===== src/rtl/muldiv_sequencer.sv =====
// Iterative radix-2 RV32M multiply/divide unit: shift-add multiply, restoring divide, one bit per cycle.
// Build option: define MULDIV_EARLY_OUT_EN to end multiplies once the remaining multiplier bits are zero.
module muldiv_sequencer #(
  parameter int XLEN = 32,
  parameter int RD_W = 5
) (
  input  logic            clk,
  input  logic            rst_n,
  input  logic            in_valid,
  output logic            in_ready,
  input  logic [2:0]      funct3,
  input  logic [XLEN-1:0] rs1,
  input  logic [XLEN-1:0] rs2,
  input  logic [RD_W-1:0] rd_in,
  input  logic            flush,
  output logic            busy,
  output logic            out_valid,
  input  logic            out_ready,
  output logic [XLEN-1:0] result,
  output logic [RD_W-1:0] rd_out
);

  // state | meaning
  // IDLE  | waiting for a request, in_ready high
  // CALC  | one shift/add (multiply) or shift/subtract (divide) step per cycle
  // FIXUP | sign correction and result select
  // DONE  | result held until writeback takes it
  typedef enum logic [1:0] {IDLE, CALC, FIXUP, DONE} state_t;

  localparam int CNT_W = $clog2(XLEN);
  localparam logic [CNT_W-1:0] CNT_LAST = CNT_W'(XLEN - 1);
  localparam logic [XLEN-1:0] MIN_NEG = {1'b1, {(XLEN-1){1'b0}}};

  state_t            state;
  logic [2:0]        op;
  logic              neg_a;
  logic              neg_b;
  logic [CNT_W-1:0]  cnt;
  logic [2*XLEN-1:0] acc;    // product, or {remainder, dividend shifting into quotient}
  logic [2*XLEN-1:0] mcand;  // shifted multiplicand, or divisor in the low half
  logic [XLEN-1:0]   mplier;

  logic              sgn_a, sgn_b, a_neg_in, b_neg_in;
  logic [XLEN-1:0]   a_mag, b_mag;
  logic              div_zero, div_ovf, special;
  logic [XLEN-1:0]   special_res;

  always_comb begin
    sgn_a    = (funct3 == 3'b001) || (funct3 == 3'b010) || (funct3 == 3'b100) || (funct3 == 3'b110);
    sgn_b    = (funct3 == 3'b001) || (funct3 == 3'b100) || (funct3 == 3'b110);
    a_neg_in = sgn_a & rs1[XLEN-1];
    b_neg_in = sgn_b & rs2[XLEN-1];
    a_mag    = a_neg_in ? -rs1 : rs1;
    b_mag    = b_neg_in ? -rs2 : rs2;
    div_zero = (rs2 == '0);
    div_ovf  = ~funct3[0] && (rs1 == MIN_NEG) && (rs2 == '1);
    special  = funct3[2] && (div_zero || div_ovf);
    if (div_zero)
      special_res = funct3[1] ? rs1 : '1;
    else
      special_res = funct3[1] ? '0 : MIN_NEG;
  end

  logic [XLEN:0]     rem_trial, rem_diff;
  logic              q_bit;
  logic [XLEN-1:0]   rem_next;
  logic [2*XLEN-1:0] acc_div_next, acc_mul_next;

  always_comb begin
    rem_trial    = {acc[2*XLEN-1:XLEN], acc[XLEN-1]};
    rem_diff     = rem_trial - {1'b0, mcand[XLEN-1:0]};
    q_bit        = (rem_trial >= {1'b0, mcand[XLEN-1:0]});
    rem_next     = q_bit ? rem_diff[XLEN-1:0] : rem_trial[XLEN-1:0];
    acc_div_next = {rem_next, acc[XLEN-2:0], q_bit};
    acc_mul_next = acc + (mplier[0] ? mcand : '0);
  end

  logic early_stop, accept_skip;
`ifdef MULDIV_EARLY_OUT_EN
  assign early_stop  = ~op[2] && (mplier[XLEN-1:1] == '0);
  assign accept_skip = ~funct3[2] && (b_mag == '0);
`else
  assign early_stop  = 1'b0;
  assign accept_skip = 1'b0;
`endif

  logic [2*XLEN-1:0] prod_fix;
  logic [XLEN-1:0]   quo_fix, rem_fix, fix_res;

  always_comb begin
    prod_fix = (neg_a ^ neg_b) ? -acc : acc;
    quo_fix  = (neg_a ^ neg_b) ? -acc[XLEN-1:0] : acc[XLEN-1:0];
    rem_fix  = neg_a ? -acc[2*XLEN-1:XLEN] : acc[2*XLEN-1:XLEN];
    case (op)
      3'b000:                 fix_res = prod_fix[XLEN-1:0];
      3'b001, 3'b010, 3'b011: fix_res = prod_fix[2*XLEN-1:XLEN];
      3'b100, 3'b101:         fix_res = quo_fix;
      default:                fix_res = rem_fix;
    endcase
  end

  assign in_ready = (state == IDLE);
  assign busy     = (state != IDLE);

  always_ff @(posedge clk or negedge rst_n) begin
    if (!rst_n) begin
      state     <= IDLE;
      op        <= '0;
      neg_a     <= 1'b0;
      neg_b     <= 1'b0;
      cnt       <= '0;
      acc       <= '0;
      mcand     <= '0;
      mplier    <= '0;
      out_valid <= 1'b0;
      result    <= '0;
      rd_out    <= '0;
    end else if (flush && state != IDLE) begin
      state     <= IDLE;
      out_valid <= 1'b0;
    end else begin
      case (state)
        IDLE: begin
          if (in_valid && !flush) begin
            op     <= funct3;
            rd_out <= rd_in;
            neg_a  <= a_neg_in;
            neg_b  <= b_neg_in;
            cnt    <= '0;
            if (special) begin
              result    <= special_res;
              out_valid <= 1'b1;
              state     <= DONE;
            end else begin
              if (funct3[2]) begin
                acc    <= {{XLEN{1'b0}}, a_mag};
                mcand  <= {{XLEN{1'b0}}, b_mag};
                mplier <= '0;
              end else begin
                acc    <= '0;
                mcand  <= {{XLEN{1'b0}}, a_mag};
                mplier <= b_mag;
              end
              state <= accept_skip ? FIXUP : CALC;
            end
          end
        end
        CALC: begin
          if (op[2]) begin
            acc <= acc_div_next;
          end else begin
            acc    <= acc_mul_next;
            mcand  <= mcand << 1;
            mplier <= mplier >> 1;
          end
          cnt <= cnt + 1'b1;
          if (cnt == CNT_LAST || early_stop)
            state <= FIXUP;
        end
        FIXUP: begin
          result    <= fix_res;
          out_valid <= 1'b1;
          state     <= DONE;
        end
        DONE: begin
          if (out_ready) begin
            out_valid <= 1'b0;
            state     <= IDLE;
          end
        end
        default: state <= IDLE;
      endcase
    end
  end

endmodule


===== config.mk =====
export PLATFORM = sky130hd
export DESIGN_NAME = muldiv_sequencer
export DESIGN_NICKNAME = d
export VERILOG_FILES = /design/src/rtl/muldiv_sequencer.sv
export SDC_FILE = /design/constraint.sdc
export NUM_CORES = 1
export LEC_CHECK = 0
export ABC_AREA = 1
export CORE_ASPECT_RATIO = 1.5
export CORE_MARGIN = 4
export CORE_UTILIZATION = 63
export DETAILED_ROUTE_END_ITERATION = 8
export PLACE_DENSITY_LB_ADDON = 0.25
export REMOVE_ABC_BUFFERS = 1
export SETUP_SLACK_MARGIN = 0.02
export SKIP_CTS_REPAIR_TIMING = 1
export SYNTH_ARGS = -nofsm -noshare
export SYNTH_HDL_FRONTEND = slang
export SYNTH_SLANG_ARGS = --single-unit

===== constraint.sdc =====
create_clock -name clk -period 3.05 [get_ports clk]
set_input_delay 0.915 -clock clk [delete_from_list [all_inputs] [get_ports clk]]
set_output_delay 0.915 -clock clk [all_outputs]
set_load 0.01 [all_outputs]

==> impl_metrics.yaml, run 1 <==
clock_network:
  cts_buffers: 23
  clockRootBuffer: "clkbuf_16"
  h-tree-depth: 1
  cts_sinks: 210
  cts_max_path_buffers: 3
global_route:
  grt_start_max_net_pins: 63
  grt_usage: 0.575
  overflow: 22
  grt_pass1_wl_microns: 192000
  grt_pass1_vias: 32500
logic_synthesis:
  synth_edf_count: 0
  yosysSeqAreaShare: 0.206
  yosys_most_used_dff: "dfrtp_1"
  avgSynthCellArea_sq_um: 5.39
  yosys.cell_types.count: 49
  syn_area_sq_mm: 0.0256
  syn_inst: 4740
  ys_ff_latch: 210
  yosysWarnings: 0
  async_flop_share: 1.00
floorplanning:
  io_pins: 117
  core.rowCount: 90
  die_h_microns: 255
  initial_core_util: 0.636
  die_x_microns: 172
place:
  routabilityCongestion: 1.21
  pre_cts_slack_ns: -0.582
  io_buffers: 116
  hpwl_microns: 94200
  dpl.cell_count: 5542
run_status:
  status: "stopped before the end"
  firstError: "[ERROR GRT-0116] Global routing finished with congestion. Check the congestion regions in the DRC Viewer."
  haltStage: "5_1_grt"
## layer usage
layer	overflow	GRT usage
met1	0	0.586
met2	11	0.824
met3	2	0.282
met4	9	0.583
met5	0	0.0100
## per-stage QoR
| stage | area [sq um] | hold WS, ns |
|---|---|---|
| 2_1_floorplan | 24900 | 0.442 |
| 3_3_place_gp | 29300 | 0.453 |
| 3_5_place_dp | 29300 | 0.458 |
| 4_1_cts | 30100 | 0.310 |
## logic make-up after synthesis
group,Yosys count,share of synthesized area
AOI/OAI and AO/OA,471,0.100
xor gates and xnor gates,77,0.0264
adders and majority gates,108,0.0534
buffers and inverters,911,0.141
DFF,210,0.206
and+or+nand+nor,2963,0.473
## cell usage after synthesis, drive strengths merged (2+ instances only)
library cell	count	area, sq um
fa	2	40.0
inv	777	2920
nand4	44	275
o211ai	23	173
nor3	33	170
and2	6	37.5
xnor2	10	87.6
or2	12	75.1
and3	2	12.5
ha	106	1330
a21oi	187	940
a31oi	2	12.5
nor4	3	18.8
xor2	67	587
nand3b	7	52.6
a22oi	2	15.0
dfrtp	210	5260
nor2	479	1880
o21ai	227	1210
nand2	1904	7190
nand3	472	2380
o22ai	12	75.1
o21bai	12	90.1
clkbuf	67	251
buf	66	442
==> inputs of run 2 (changes only) <==
--- a/config.mk
+++ b/config.mk
@@ -6,13 +6,11 @@
 export NUM_CORES = 1
 export LEC_CHECK = 0
 export ABC_AREA = 1
-export CORE_ASPECT_RATIO = 1.5
 export CORE_MARGIN = 4
-export CORE_UTILIZATION = 63
+export CORE_UTILIZATION = 40
 export DETAILED_ROUTE_END_ITERATION = 8
-export PLACE_DENSITY_LB_ADDON = 0.25
+export PLACE_DENSITY_LB_ADDON = 0.15
 export REMOVE_ABC_BUFFERS = 1
-export SETUP_SLACK_MARGIN = 0.02
 export SKIP_CTS_REPAIR_TIMING = 1
 export SYNTH_ARGS = -nofsm -noshare
 export SYNTH_HDL_FRONTEND = slang
==> impl_metrics.yaml, run 2 <==
run_status:
  status: "completed"
detailed_routing:
  drc: 0
  wirelength_microns: 121000
  dr.first_iter.drc_count: 3484
  viasPerCell: 5.26
  post_drt_wl_per_cell_microns: 20.1
  first_pass_iters: 6
  ant_nets: 0
  vias: 31600
global_route:
  grt_usage: 0.342
  grt_start_max_net_pins: 71
  overflow: 0
  grt_pass1_vias: 28600
  grt_pass1_wl_microns: 176000
  grt_antenna_before_repair: 3
final_layout:
  layout_common_cells: "nand2_1 (1,850), inv_1 (768), nand3_1 (450)"
  drive_above_1_share: 0.124
  final_common_cell: "nand2_1"
  post-route-cell-area_sq_mm: 0.0317
  area_delta_synth_final_pct: 24.1
  fin_nets: 5329
  reg_top3: "acc x64, mcand x64"
place:
  io_buffers: 116
  pre_cts_slack_ns: -0.356
  hpwl_microns: 99900
  dpl_cell_area_sq_mm: 0.0303
  routabilityCongestion: 1.10
logic_synthesis:
  synth_area_leaders: "nand2_1 (28%), dfrtp_1 (21%), inv_1 (11%)"
  syn_inst: 4740
  yosysTopAreaCell: "nand2_1"
  synth_top_area_share: 0.278
  ys_ff_latch: 210
  yosys.cell_types.count: 49
  synth_most_common_cell: "nand2_1"
  synth_edf_count: 0
  netlist_top_cells_count: "nand2_1 (1,896), inv_1 (770), nand3_1 (469)"
  yosysWarnings: 0
  async_flop_share: 1.00
  avgSynthCellArea_sq_um: 5.39
  yosys_most_used_dff: "dfrtp_1"
  yosysSeqAreaShare: 0.206
  syn_area_sq_mm: 0.0256
flow_run:
  cap_violations: 0
setup_path:
  arrival_ns: 3.44
  worst_r2r_path_depth: 19
  crit_fanout: 8
  crit_path_start_kind: "flop"
  end_kind: "flop"
  required_ns: 3.49
  crit_type: "reg -> reg"
timing:
  tightest_slew_ns: 1.03
  period_minus_slack_ns: 3.00
  fin_crit_sh: 0.984
  fin_worst_skew_ns: 0.0325
  hold_viol: 0
  finalWorstSetupSlack_ns: 0.0491
  drv_slew: 0
  setup_viol: 0
  rsz0062_at_grt: "true"
  fmax_ghz: 0.333
  timing.max_slew.rel_slack: 0.309
floorplanning:
  die_x_microns: 261
  coreArea_sq_mm: 0.0632
  io_pins: 117
  die_h_microns: 261
  initial_core_util: 0.405
  core.rowCount: 92
  dieArea_sq_mm: 0.0680
clock_network:
  cts.clk_slew.worst_paths_ns: 0.07
  clkLatencyLatePin_ns: 0.59
  cts_tree: "built"
  h-tree-depth: 1
  cts_max_path_buffers: 3
  clockRootBuffer: "clkbuf_16"
  cts_sinks: 210
  cts_buffers: 27
min_path:
  worstHoldPathType: "in -> async"
power_and_ir_drop:
  power_leakage_uw: 0.0180
  ir_drop_mv: 0.566
  p_per_area_mw_per_mm2: 861
run 2: cell counts after synthesis:
Identical to the previous run, type by type.
run 2: path summary, 6_finish.rpt:
check	endpoint	slack, ns	startpoint
worst min-delay path	mcand[10]	0.26	rst_n
worst max register to register	acc[31]	0.05	mplier[0]
worst max-delay path	acc[31]	0.05	mplier[0]
worst min register to register	rd_out[1]	0.48	rd_out[1]
min in group clk	rd_out[1]	0.48	rd_out[1]
max in group asynchronous	op[2]	2.02	rst_n
run 2: worst max-delay path: stages (launching register included):
cell     delay, ns
dfrtp_4       0.54
buf_6         0.19
nand2_2       0.17
inv_1         0.07
ha_1          0.34
nand2_2       0.14
inv_1         0.08
nand2_1       0.07
nand2_1       0.07
a21oi_2       0.14
nand2_1       0.14
nand2_2       0.12
nand2_2       0.09
buf_4         0.14
nand2_1       0.04
nand3_1       0.15
nand2_1       0.13
nand2_1       0.05
nand2_1       0.06
o21ai_0       0.09
run 2: final cells by class:
cell class	instances	area [sq um]
tap	846	1060
sequential	210	5260
timing repair buffer	508	4360
clock buffer	33	748
inverter	778	2930
multi-input combinational	3619	17200
antenna	1	2.50
clock inverter	14	144
fill	6840	31500
run 2: power breakdown:
group | leakage [uW] | internal (uW) | switching, uW | total (uW)
Combinational | 0.0148 | 6250 | 13000 | 19300
Clock | 0.000445 | 1910 | 1420 | 3330
Sequential | 0.00275 | 3720 | 976 | 4700
Total | 0.0180 | 11900 | 15400 | 27300
run 2: routing by layer:
metal | track usage | wire length (microns)
met1 | 0.484 | 52100
met3 | 0.0649 | 12200
met5 | 0 | 25
met4 | 0.120 | 5150
met2 | 0.518 | 51100
run 2: kinds of logic after synthesis:
kind of cell	Yosys count	synth area share
AND/OR/NAND/NOR	2963	0.473
flip-flops	210	0.206
AO/OA/AOI/OAI	471	0.100
buffers and inverters	911	0.141
XOR/XNOR	77	0.0264
adder cells (fa/ha/maj)	108	0.0534
run 2: per-stage QoR:
stage | total power [uW] | hold WS (ns) | util | setup TNS, ns | cells
final | 27300 | 0.260 | 0.502 | 0 | 6009
after global routing | 29200 | 0.273 | 0.502 | -0.334 | 6008
after CTS | 26500 | 0.253 | 0.493 | -0.604 | 6004
after detailed placement | 23000 | 0.460 | 0.479 | -54.47 | 5957
after global placement | 23000 | 0.456 | 0.479 | -46.44 | 5957
after floorplan | 15100 | 0.442 | - | -127.03 | 4607
Power figures use the tool's default switching activity.
==> inputs of run 3 (changes only) <==
--- a/config.mk
+++ b/config.mk
@@ -6,6 +6,8 @@
 export NUM_CORES = 1
 export LEC_CHECK = 0
 export ABC_AREA = 1
+export CELL_PAD_IN_SITES_DETAIL_PLACEMENT = 1
+export CELL_PAD_IN_SITES_GLOBAL_PLACEMENT = 1
 export CORE_MARGIN = 4
 export CORE_UTILIZATION = 40
 export DETAILED_ROUTE_END_ITERATION = 8
==> impl_metrics.yaml, run 3 (synthesis results as in run 2) <==
final_layout:
  final_common_cell: "nand2_1"
  nFillCells: 9000
  reg_top3: "acc x64, mcand x64"
  area_delta_synth_final_pct: 28.1
  fin_cells: 6029
  layout_common_cells: "nand2_1 (1,832), inv_1 (768), nand3_1 (421)"
  final_util: 0.518
  drive_above_1_share: 0.149
  fin_nets: 5350
place:
  dpl.cell_count: 5980
  hpwl_microns: 110000
  routabilityCongestion: 1.06
  io_buffers: 116
  pre_cts_slack_ns: -0.434
timing:
  period_minus_slack_ns: 3.07
  fmax_ghz: 0.326
  drv_slew: 0
  finalWorstSetupSlack_ns: -0.0179
  hold_viol: 0
  fin_crit_sh: 1.01
  tightest_slew_ns: 1.01
  rsz0062_at_grt: "true"
  setup_viol: 2
  setup_tns_ns: -0.0199
  timing.max_slew.rel_slack: 0.324
  fin_worst_skew_ns: 0.0474
setup_path:
  critical_path.max_stage_delay_ns: 0.56
  reg2reg_from: "mplier[0]"
  worstReg2RegEnd: "acc[60]"
  worst_r2r_path_depth: 15
  cp-endpoint: "acc[60]"
  required_ns: 3.50
  end_kind: "flop"
  crit_fanout: 18
  cp_common_cell: "nand2_1"
  crit_type: "reg -> reg"
  r2r_setup_slack_ns: -0.02
  cp-startpoint: "mplier[0]"
  cp_cell_sequence: "buf_12 -> nand2_1 -> inv_1 -> ha_2 -> nand2_1 -> nor2_4 -> inv_1 -> nor3_1 -> nand2_2 -> nand2_2 -> nand2_1 -> nand3_1 -> nand3_2 -> nand3_1 -> nand2_1"
  slowest_stage: "dfrtp_4"
  arrival_ns: 3.52
  crit_path_start_kind: "flop"
clock_network:
  cts_tree: "built"
  cts_buffers: 26
  clkLatencyLatePin_ns: 0.60
  cts_sinks: 210
  cts.clk_slew.worst_paths_ns: 0.06
  clockRootBuffer: "clkbuf_16"
  h-tree-depth: 1
  cts_max_path_buffers: 3
detailed_routing:
  wirelength_microns: 134000
  drc: 0
  post_drt_wl_per_cell_microns: 22.2
  vias: 33100
  viasPerCell: 5.49
  dr.first_iter.drc_count: 3154
  first_pass_iters: 5
  ant_nets: 0
global_route:
  grt_antenna_before_repair: 7
  grt_start_max_net_pins: 65
  grt_pass1_vias: 32300
  overflow: 0
  grt_pass1_wl_microns: 196000
  grt_usage: 0.376
floorplanning:
  initial_core_util: 0.405
  die_x_microns: 261
  io_pins: 117
  die_h_microns: 261
  core.rowCount: 92
  dieArea_sq_mm: 0.0680
  coreArea_sq_mm: 0.0632
power_and_ir_drop:
  p_per_area_mw_per_mm2: 874
  ir_drop_mv: 0.547
  power_leakage_uw: 0.0182
run_status:
  violations: "negative setup slack"
  status: "complete, but fails checks"
min_path:
  worstHoldPathType: "in -> async"
flow_run:
  cap_violations: 0
[run 3: cell count changes in the layout (fill, tap and decap cells not counted), moves of 11 or more]
cell,previous run,this run
a21oi_2,14,25
nor2_2,39,51
nand2_1,1850,1832
buf_12,20,32
nor2_1,431,411
nand2_2,40,59
nand3_2,19,43
a21oi_1,172,161
ha_4,4,26
nand3_1,450,421
ha_2,7,20
ha_1,95,60
[run 3: worst min path at each step]
| stage | startpoint | end | slack, ns | depth (start not counted) |
|---|---|---|---|---|
| 2_1_floorplan | mcand[63] | mcand[63] | 0.44 | 2 |
| 3_3_place_gp | rd_out[1] | rd_out[1] | 0.45 | 2 |
| 3_5_place_dp | rd_out[2] | rd_out[2] | 0.47 | 2 |
| 4_1_cts | rst_n | mcand[10] | 0.32 | 1 |
| 5_1_grt | rst_n | mplier[22] | 0.33 | 1 |
| 6_report | rst_n | mplier[19] | 0.30 | 1 |
[run 3: layout make-up]
| class | instances | area, sq um | share of cell area |
|---|---|---|---|
| well taps | 846 | 1060 | 0.0323 |
| multi-input cells | 3619 | 17900 | 0.548 |
| clock inverters | 6 | 109 | 0.00332 |
| repair buffers | 530 | 4680 | 0.143 |
| inverters | 778 | 2920 | 0.0892 |
| flip-flops and latches | 210 | 5260 | 0.161 |
| diodes | 1 | 2.50 | 0.0000764 |
| clock buffers | 39 | 781 | 0.0238 |
[run 3: worst max-delay path, delay by kind of cell (launching register included)]
kind,cells,cell delay [ns]
adder cells (fa/ha/maj),1,0.39
buffers and inverters,3,0.36
flip-flops,1,0.56
AND/OR/NAND/NOR,11,1.59
[run 3: where the power goes]
part           total [uW]  switching (uW)  internal [uW]
logic               20500           13900           6670
clock network        3370            1370           2000
registers            4730            1010           3720
total               28600           16200          12400
[run 3: through the flow]
| step | hold slack, ns | instance area (sq um) | power (uW) |
|---|---|---|---|
| final | 0.303 | 32800 | 28600 |
| after floorplan | 0.442 | 24900 | 15100 |
| after global placement | 0.454 | 30600 | 23400 |
| after global routing | 0.332 | 32700 | 30500 |
| after CTS | 0.321 | 31500 | 27400 |
| after detailed placement | 0.467 | 30600 | 23900 |
[run 3: routing by layer]
| layer | vias to the layer above | GRT usage | share of wire |
|---|---|---|---|
| li1 | 15500 | - | - |
| met1 | 16000 | 0.516 | 0.42 |
| met2 | 1294 | 0.592 | 0.44 |
| met3 | 274 | 0.0712 | 0.091 |
| met4 | 8 | 0.134 | 0.044 |
| met5 | - | 0 | 0.00034 |
